File: src/rtl/riscv_pkg.sv
// Shared fetch-stage types and defaults: FSM state enum, reset PC, ROM address width, PC step.
package riscv_pkg;

  typedef enum logic [1:0] {
    StBoot   = 2'd0,
    StRun    = 2'd1,
    StHalted = 2'd2,
    StFault  = 2'd3
  } fetch_state_e;

  localparam logic [31:0] RESET_PC_DEFAULT = 32'h0000_0000;
  localparam int unsigned IM_AW_DEFAULT    = 5;
  localparam int unsigned PC_STEP          = 4;

endpackage

File: src/rtl/pc_fetch_if.sv
// Fetch-stage bus: ROM port, redirect/control inputs and the decode-facing fetch register.
interface pc_fetch_if #(
  parameter int unsigned N     = 32,
  parameter int unsigned IM_AW = 5
);
  logic [IM_AW-1:0] addressIM;
  logic [N-1:0]     inst;
  logic             branch_taken;
  logic [N-1:0]     branch_target;
  logic             stall;
  logic             halt_req;
  logic             fetch_ready;
  logic             fetch_valid;
  logic [N-1:0]     fetch_inst;
  logic [N-1:0]     fetch_pc;
  logic [N-1:0]     pc;
  logic             misalign_fault;
  logic             halted;

  modport master (
    output addressIM, fetch_valid, fetch_inst, fetch_pc, pc, misalign_fault, halted,
    input  inst, branch_taken, branch_target, stall, halt_req, fetch_ready
  );

  modport slave (
    input  addressIM, fetch_valid, fetch_inst, fetch_pc, pc, misalign_fault, halted,
    output inst, branch_taken, branch_target, stall, halt_req, fetch_ready
  );
endinterface

File: src/rtl/pc_fetch_pc_next.sv
// Next-PC selection: hold / pc+4 / redirect target, priority halt > branch > stall > advance.
// With FETCH_MISALIGN_TRAP_EN the raw target is loaded; otherwise the low two bits are cleared.
module pc_next import riscv_pkg::*; #(
  parameter int unsigned N = 32
) (
  input  logic         i_run,
  input  logic         i_halt,
  input  logic         i_branch,
  input  logic         i_advance,
  input  logic [N-1:0] i_pc,
  input  logic [N-1:0] i_target,
  output logic [N-1:0] o_pc_next
);

  logic [N-1:0] w_target;

`ifdef FETCH_MISALIGN_TRAP_EN
  assign w_target = i_target;
`else
  assign w_target = i_target & {{(N-2){1'b1}}, 2'b00};
`endif

  always_comb begin
    o_pc_next = i_pc;
    if (i_run && !i_halt) begin
      if (i_branch) begin
        o_pc_next = w_target;
      end else if (i_advance) begin
        o_pc_next = i_pc + N'(PC_STEP);
      end
    end
  end

endmodule

File: src/rtl/pc_fetch.sv
// Fetch stage: PC register, ROM addressing, fetch register with valid/ready to decode.
// Optional misaligned-redirect trap enabled by FETCH_MISALIGN_TRAP_EN.
module pc_fetch import riscv_pkg::*; #(
  parameter int unsigned  N        = 32,
  parameter logic [N-1:0] RESET_PC = N'(RESET_PC_DEFAULT),
  parameter int unsigned  IM_AW    = IM_AW_DEFAULT
) (
  input logic        clk,
  input logic        rst_n,
  pc_fetch_if.master bus
);

  fetch_state_e r_state, w_state_d;
  logic [N-1:0] r_pc, w_pc_d;
  logic         r_valid, w_valid_d;
  logic [N-1:0] r_inst, w_inst_d;
  logic [N-1:0] r_fpc, w_fpc_d;
  logic         w_run;
  logic         w_advance;

  assign w_run     = (r_state == StRun);
  // Stall dominates consume: a stalled, accepted entry stays valid.
  assign w_advance = !bus.stall && (!r_valid || bus.fetch_ready);

  pc_next #(.N(N)) u_pc_next (
    .i_run     (w_run),
    .i_halt    (bus.halt_req),
    .i_branch  (bus.branch_taken),
    .i_advance (w_advance),
    .i_pc      (r_pc),
    .i_target  (bus.branch_target),
    .o_pc_next (w_pc_d)
  );

`ifdef FETCH_MISALIGN_TRAP_EN
  logic r_fault, w_fault_d;
`endif

  always_comb begin
    w_state_d = r_state;
    w_valid_d = r_valid;
    w_inst_d  = r_inst;
    w_fpc_d   = r_fpc;
`ifdef FETCH_MISALIGN_TRAP_EN
    w_fault_d = r_fault;
`endif
    unique case (r_state)
      StBoot: w_state_d = StRun;
      StRun: begin
        if (bus.halt_req) begin
          w_valid_d = 1'b0;
          w_state_d = StHalted;
        end else if (bus.branch_taken) begin
          w_valid_d = 1'b0;
`ifdef FETCH_MISALIGN_TRAP_EN
          if (bus.branch_target[1:0] != 2'b00) begin
            w_state_d = StFault;
            w_fault_d = 1'b1;
          end
`endif
        end else if (w_advance) begin
          w_inst_d  = bus.inst;
          w_fpc_d   = r_pc;
          w_valid_d = 1'b1;
        end
      end
      StHalted, StFault: w_valid_d = 1'b0;
      default: w_state_d = StBoot;
    endcase
  end

  always_ff @(posedge clk or negedge rst_n) begin
    if (!rst_n) begin
      r_state <= StBoot;
      r_pc    <= RESET_PC;
      r_valid <= 1'b0;
      r_inst  <= '0;
      r_fpc   <= '0;
    end else begin
      r_state <= w_state_d;
      r_pc    <= w_pc_d;
      r_valid <= w_valid_d;
      r_inst  <= w_inst_d;
      r_fpc   <= w_fpc_d;
    end
  end

`ifdef FETCH_MISALIGN_TRAP_EN
  always_ff @(posedge clk or negedge rst_n) begin
    if (!rst_n) r_fault <= 1'b0;
    else        r_fault <= w_fault_d;
  end
  assign bus.misalign_fault = r_fault;
`else
  assign bus.misalign_fault = 1'b0;
`endif

  assign bus.addressIM   = r_pc[IM_AW+1:2];
  assign bus.pc          = r_pc;
  assign bus.fetch_valid = r_valid;
  assign bus.fetch_inst  = r_inst;
  assign bus.fetch_pc    = r_fpc;
  assign bus.halted      = (r_state == StHalted);

endmodule

File: src/flat_wrapper.sv
// flat-port wrapper written by rule: the top's interface ports become plain ports
module pc_fetch_flat import riscv_pkg::*;
#(
  parameter int unsigned  N        = 32,
  parameter logic [N-1:0] RESET_PC = N'(RESET_PC_DEFAULT),
  parameter int unsigned  IM_AW    = IM_AW_DEFAULT
)
  (clk, rst_n, bus_addressIM, bus_fetch_valid, bus_fetch_inst, bus_fetch_pc, bus_pc, bus_misalign_fault, bus_halted, bus_inst, bus_branch_taken, bus_branch_target, bus_stall, bus_halt_req, bus_fetch_ready);
  pc_fetch_if #(.N(N), .IM_AW(IM_AW)) bus_i ();
  input logic clk;
  input logic rst_n;
  output wire logic [$bits(bus_i.addressIM)-1:0] bus_addressIM;
  output wire logic [$bits(bus_i.fetch_valid)-1:0] bus_fetch_valid;
  output wire logic [$bits(bus_i.fetch_inst)-1:0] bus_fetch_inst;
  output wire logic [$bits(bus_i.fetch_pc)-1:0] bus_fetch_pc;
  output wire logic [$bits(bus_i.pc)-1:0] bus_pc;
  output wire logic [$bits(bus_i.misalign_fault)-1:0] bus_misalign_fault;
  output wire logic [$bits(bus_i.halted)-1:0] bus_halted;
  input wire logic [$bits(bus_i.inst)-1:0] bus_inst;
  input wire logic [$bits(bus_i.branch_taken)-1:0] bus_branch_taken;
  input wire logic [$bits(bus_i.branch_target)-1:0] bus_branch_target;
  input wire logic [$bits(bus_i.stall)-1:0] bus_stall;
  input wire logic [$bits(bus_i.halt_req)-1:0] bus_halt_req;
  input wire logic [$bits(bus_i.fetch_ready)-1:0] bus_fetch_ready;
  assign bus_addressIM = bus_i.addressIM;
  assign bus_fetch_valid = bus_i.fetch_valid;
  assign bus_fetch_inst = bus_i.fetch_inst;
  assign bus_fetch_pc = bus_i.fetch_pc;
  assign bus_pc = bus_i.pc;
  assign bus_misalign_fault = bus_i.misalign_fault;
  assign bus_halted = bus_i.halted;
  assign bus_i.inst = bus_inst;
  assign bus_i.branch_taken = bus_branch_taken;
  assign bus_i.branch_target = bus_branch_target;
  assign bus_i.stall = bus_stall;
  assign bus_i.halt_req = bus_halt_req;
  assign bus_i.fetch_ready = bus_fetch_ready;
  pc_fetch #(.N(N), .RESET_PC(RESET_PC), .IM_AW(IM_AW)) u_core (.clk(clk), .rst_n(rst_n), .bus(bus_i));
endmodule
File: config.mk
export PLATFORM = sky130hd
export DESIGN_NAME = pc_fetch_flat
export DESIGN_NICKNAME = d
export VERILOG_FILES = /design/src/rtl/riscv_pkg.sv /design/src/rtl/pc_fetch_if.sv /design/src/rtl/pc_fetch_pc_next.sv /design/src/rtl/pc_fetch.sv /design/src/flat_wrapper.sv
export SDC_FILE = /design/constraint.sdc
export NUM_CORES = 1
export LEC_CHECK = 0
export CAP_MARGIN = 20
export CORE_ASPECT_RATIO = 2
export CORE_MARGIN = 2
export CORE_UTILIZATION = 25
export CTS_CLUSTER_SIZE = 30
export DETAILED_ROUTE_END_ITERATION = 16
export REMOVE_ABC_BUFFERS = 1
export SETUP_SLACK_MARGIN = 0.2
export SLEW_MARGIN = 20
export SYNTH_ARGS = -nofsm -noshare
export SYNTH_HDL_FRONTEND = slang
export SYNTH_SLANG_ARGS = --single-unit
File: constraint.sdc
create_clock -name clk -period 2.5 [get_ports clk]
set_clock_uncertainty 0.1 [all_clocks]
set_input_delay 0.5 -clock clk [delete_from_list [all_inputs] [get_ports clk]]
set_output_delay 0.5 -clock clk [all_outputs]
set_load 0.005 [all_outputs]
==> impl_results.md <==
* Filler cells at 1770
* Top FF cell, synth: dfrtp_1
* Simple-gate area share of the yosys netlist at 14.5%
* Final hold vios at 0
* Clock transition at the registers of the reported paths at 0.06 ns
* Sinks on Clock Net at 95
* Critical path buffers and inverters at 3
* Via count at ~4.0k
* Starting Density at 25.3%
* Cell with the most instances after synthesis: dfrtp_1
* WS Path Type: input port to flip-flop
* Max Freq at around 440 MHz
* Leakage at approximately 3 nW
* Required time of the critical path at between 2 and 3 ns
* Final instance area at around 0.0070 mm²
* Clock latency on the worst-skew pair at around 0.35 ns
* Largest family of logic cells by synthesized area: multiplexers
* Distinct cells, synth at between 50 and 60
* Post-synthesis mux area share at between 10% and 20%
* IO Pins at 174
* RSZ-0062 raised after global routing: true
* Critical Path, Cell by Cell: clkdlybuf4s50_1 -> or3b_1 -> nor4_4 -> buf_4 -> buf_4 -> mux2_2
* Final number of setup-violating endpoints at 0
* WL final at about 15000 µm
* Number of synthesized flops with an enable pin at 0
* Hold Path Class: input port to async pin
* Final Cycle Share at around nine tenths
* NumNets Final at between 600 and 700
* Synth Area in Adders at less than 1%
* CP most frequent cell: buf_4
* Tightest Pin Transition at slightly below 0.6 ns
* Sequential fraction of the synthesis area at 51.9%
* Post-synthesis compound-gate area fraction at a little under an eighth
* Drt initial violations at approximately 210
* Pin count of the biggest net entering global routing at 57
* Buffers added on ports at about 170
* CP max-delay cell: or3b_1
* Max IR drop VDD at 0.348 mV
* Commonest cells post-synth: 95 x dfrtp_1, 62 x mux2_2, 29 x nor2_1
* DPL Wire Length at 10900 µm
* H-tree Lvls at 3
* Xor/xnor share of the synthesized area at 0%
* Die area at between 0.015 and 0.02 mm²
* Max-Cap Viols at 0
* Syn-to-layout area delta at 52.3%
* Root Driver: clkbuf_16
* Slowest stage delay, CP at between 0.4 and 0.5 ns
* Grt ovf at 0
* Total core area at between 0.015 and 0.02 mm²
* Number of global-route vias before repair at ~4.2k
* Average cell area after synthesis at ~11 µm²
* Row count at 70
* Initial antenna violation count at 2
* Synth Register Bits at 95
* Synth area leaders: dfrtp_1 52%, mux2_2 15%, a21oi_1 2.5%
* Mapped Area at 0.00458 mm²
* Outcome: finished clean
* Crit start category: input port
* Ys Warns at 0
* CTS tree: yes
* GRT Overall Usage at around 15%
* Vias/cell at 4.91
* Antenna-violating nets left at 0
* Critical Path End Type: flip-flop
* Die H at ~200 µm
* Drt first pass iters at 4
* PD cells at 541 mW/mm²
* Fin crit period at 2.29 ns
* First-pass GRT wire length at roughly 23000 µm
* Chip Width at between 90 and 100 µm
* Leading area contributor after synthesis: dfrtp_1
* CP max FO at 11
* Max Buffers Root-to-Sink at 2
* GP Congestion at around 0.85
* DRC viols at 0
* Power, Total at around 3.8 mW
* Dominant delay contributor by cell family on the critical path: buffers and inverters
* Area after DPL at between 0.006 and 0.007 mm²
* Post-Syn Instances at 407
* Fin. max-slew vios at 0
* Total CTS buffers at 9
* Slew HR at 60.1%
* Fraction of layout cells with a size suffix above 1 at 22.8%
* Async set-reset flop share out of synthesis at 100%
* Avg WL per Cell at 18.3 µm
* Worst EP arrival at ~2.4 ns
* Synth top area share at 51.9%
[layout by cell type (no fill, tap or decap), drive strengths merged, types with 5 or more instances in the layout]
cell type and count:
a21oi 24, buf 42, clkbuf 15, clkdlybuf4s50 164
conb 5, dfrtp 95, inv 9, mux2 63
nand2 24, nand3 13, nand4 6, nor2 29
nor2b 5, nor3 16, nor4 6, o21ai 21
o22ai 13
[metal layers]
layer  share of wire (%)  up-vias  track usage [%]
met5                   0        -                0
met4                 2.6        0             6.19
met3                 4.9       21             3.36
met2                  57      120             27.3
met1                  36     2032             16.6
li1                    -     1845                -
[timing repair]
action,in CTS,in global routing
hold buffers,0,0
cloned,0,3
pin swaps,0,2
resized for setup,1,5
buffers inserted,0,3
endpoints found under the setup margin,1,44
[power by group]
part | switching (mW) | internal [mW] | leakage (nW)
sequential | 0.0869 | 1.65 | 1.24
clock | 0.601 | 0.727 | 0.132
combinational | 0.274 | 0.443 | 1.60
total | 0.962 | 2.82 | 2.98
[final cells by class]
| class | instances | area [µm²] | area share [%] |
|---|---|---|---|
| diodes | 2 | 5.00 | 0.0717 |
| clock buffers | 13 | 260 | 3.73 |
| clock inverters | 2 | 16.3 | 0.233 |
| inverters | 10 | 37.5 | 0.538 |
| multi-input cells | 272 | 1990 | 28.5 |
| flip-flops and latches | 95 | 2380 | 34.1 |
| well taps | 216 | 270 | 3.87 |
| repair buffers | 208 | 2020 | 29.0 |
[path summary, 6_finish.rpt]
check	start	depth (start not counted)	slack, ns	to
worst min-delay path	rst_n	1	0.05	u_core.bus.fetch_inst[19]
min in group clk	u_core.bus.fetch_inst[29]	1	0.41	u_core.bus.fetch_inst[29]
max in group asynchronous	rst_n	2	1.51	u_core.bus.fetch_inst[12]
worst max-delay path	bus_halt_req	6	0.21	u_core.bus.fetch_inst[1]
worst min register to register	u_core.bus.fetch_inst[29]	1	0.41	u_core.bus.fetch_inst[29]
worst max register to register	u_core.bus.pc[2]	7	0.28	u_core.bus.pc[30]
[per-stage QoR]
| stage | std cells | util [%] | setup WS [ns] | setup TNS, ns | hold slack [ns] |
|---|---|---|---|---|---|
| after floorplan | 377 | - | -2.93 | -195.71 | 0.104 |
| after global placement | 795 | 36.4 | -0.0889 | -4.42 | 0.391 |
| after detailed placement | 795 | 36.4 | -0.130 | -5.86 | 0.395 |
| after global routing | 818 | 38.5 | 0.162 | 0 | 0.109 |
| after CTS | 810 | 38.0 | 0.209 | 0 | 0.0719 |
| final | 818 | 38.5 | 0.214 | 0 | 0.0477 |
[kinds of logic (layout without fill, tap and decap cells)]
family | after synthesis | count (layout)
AO/OA/AOI/OAI | 83 | 83
multiplexers | 65 | 65
other | 1 | 7
adder cells (fa/ha/maj) | 1 | 1
flip-flops | 95 | 95
buffers and inverters | 44 | 233
AND/OR/NAND/NOR | 118 | 118
[registers in the layout (all words and copies together) (netlist names)]
register                flops
u_core.bus.fetch_pc        30
u_core.bus.pc              30
u_core.bus.fetch_valid      1
u_core.bus.fetch_inst      32
u_core.r_state              2
(Power assumes the default switching activity.)
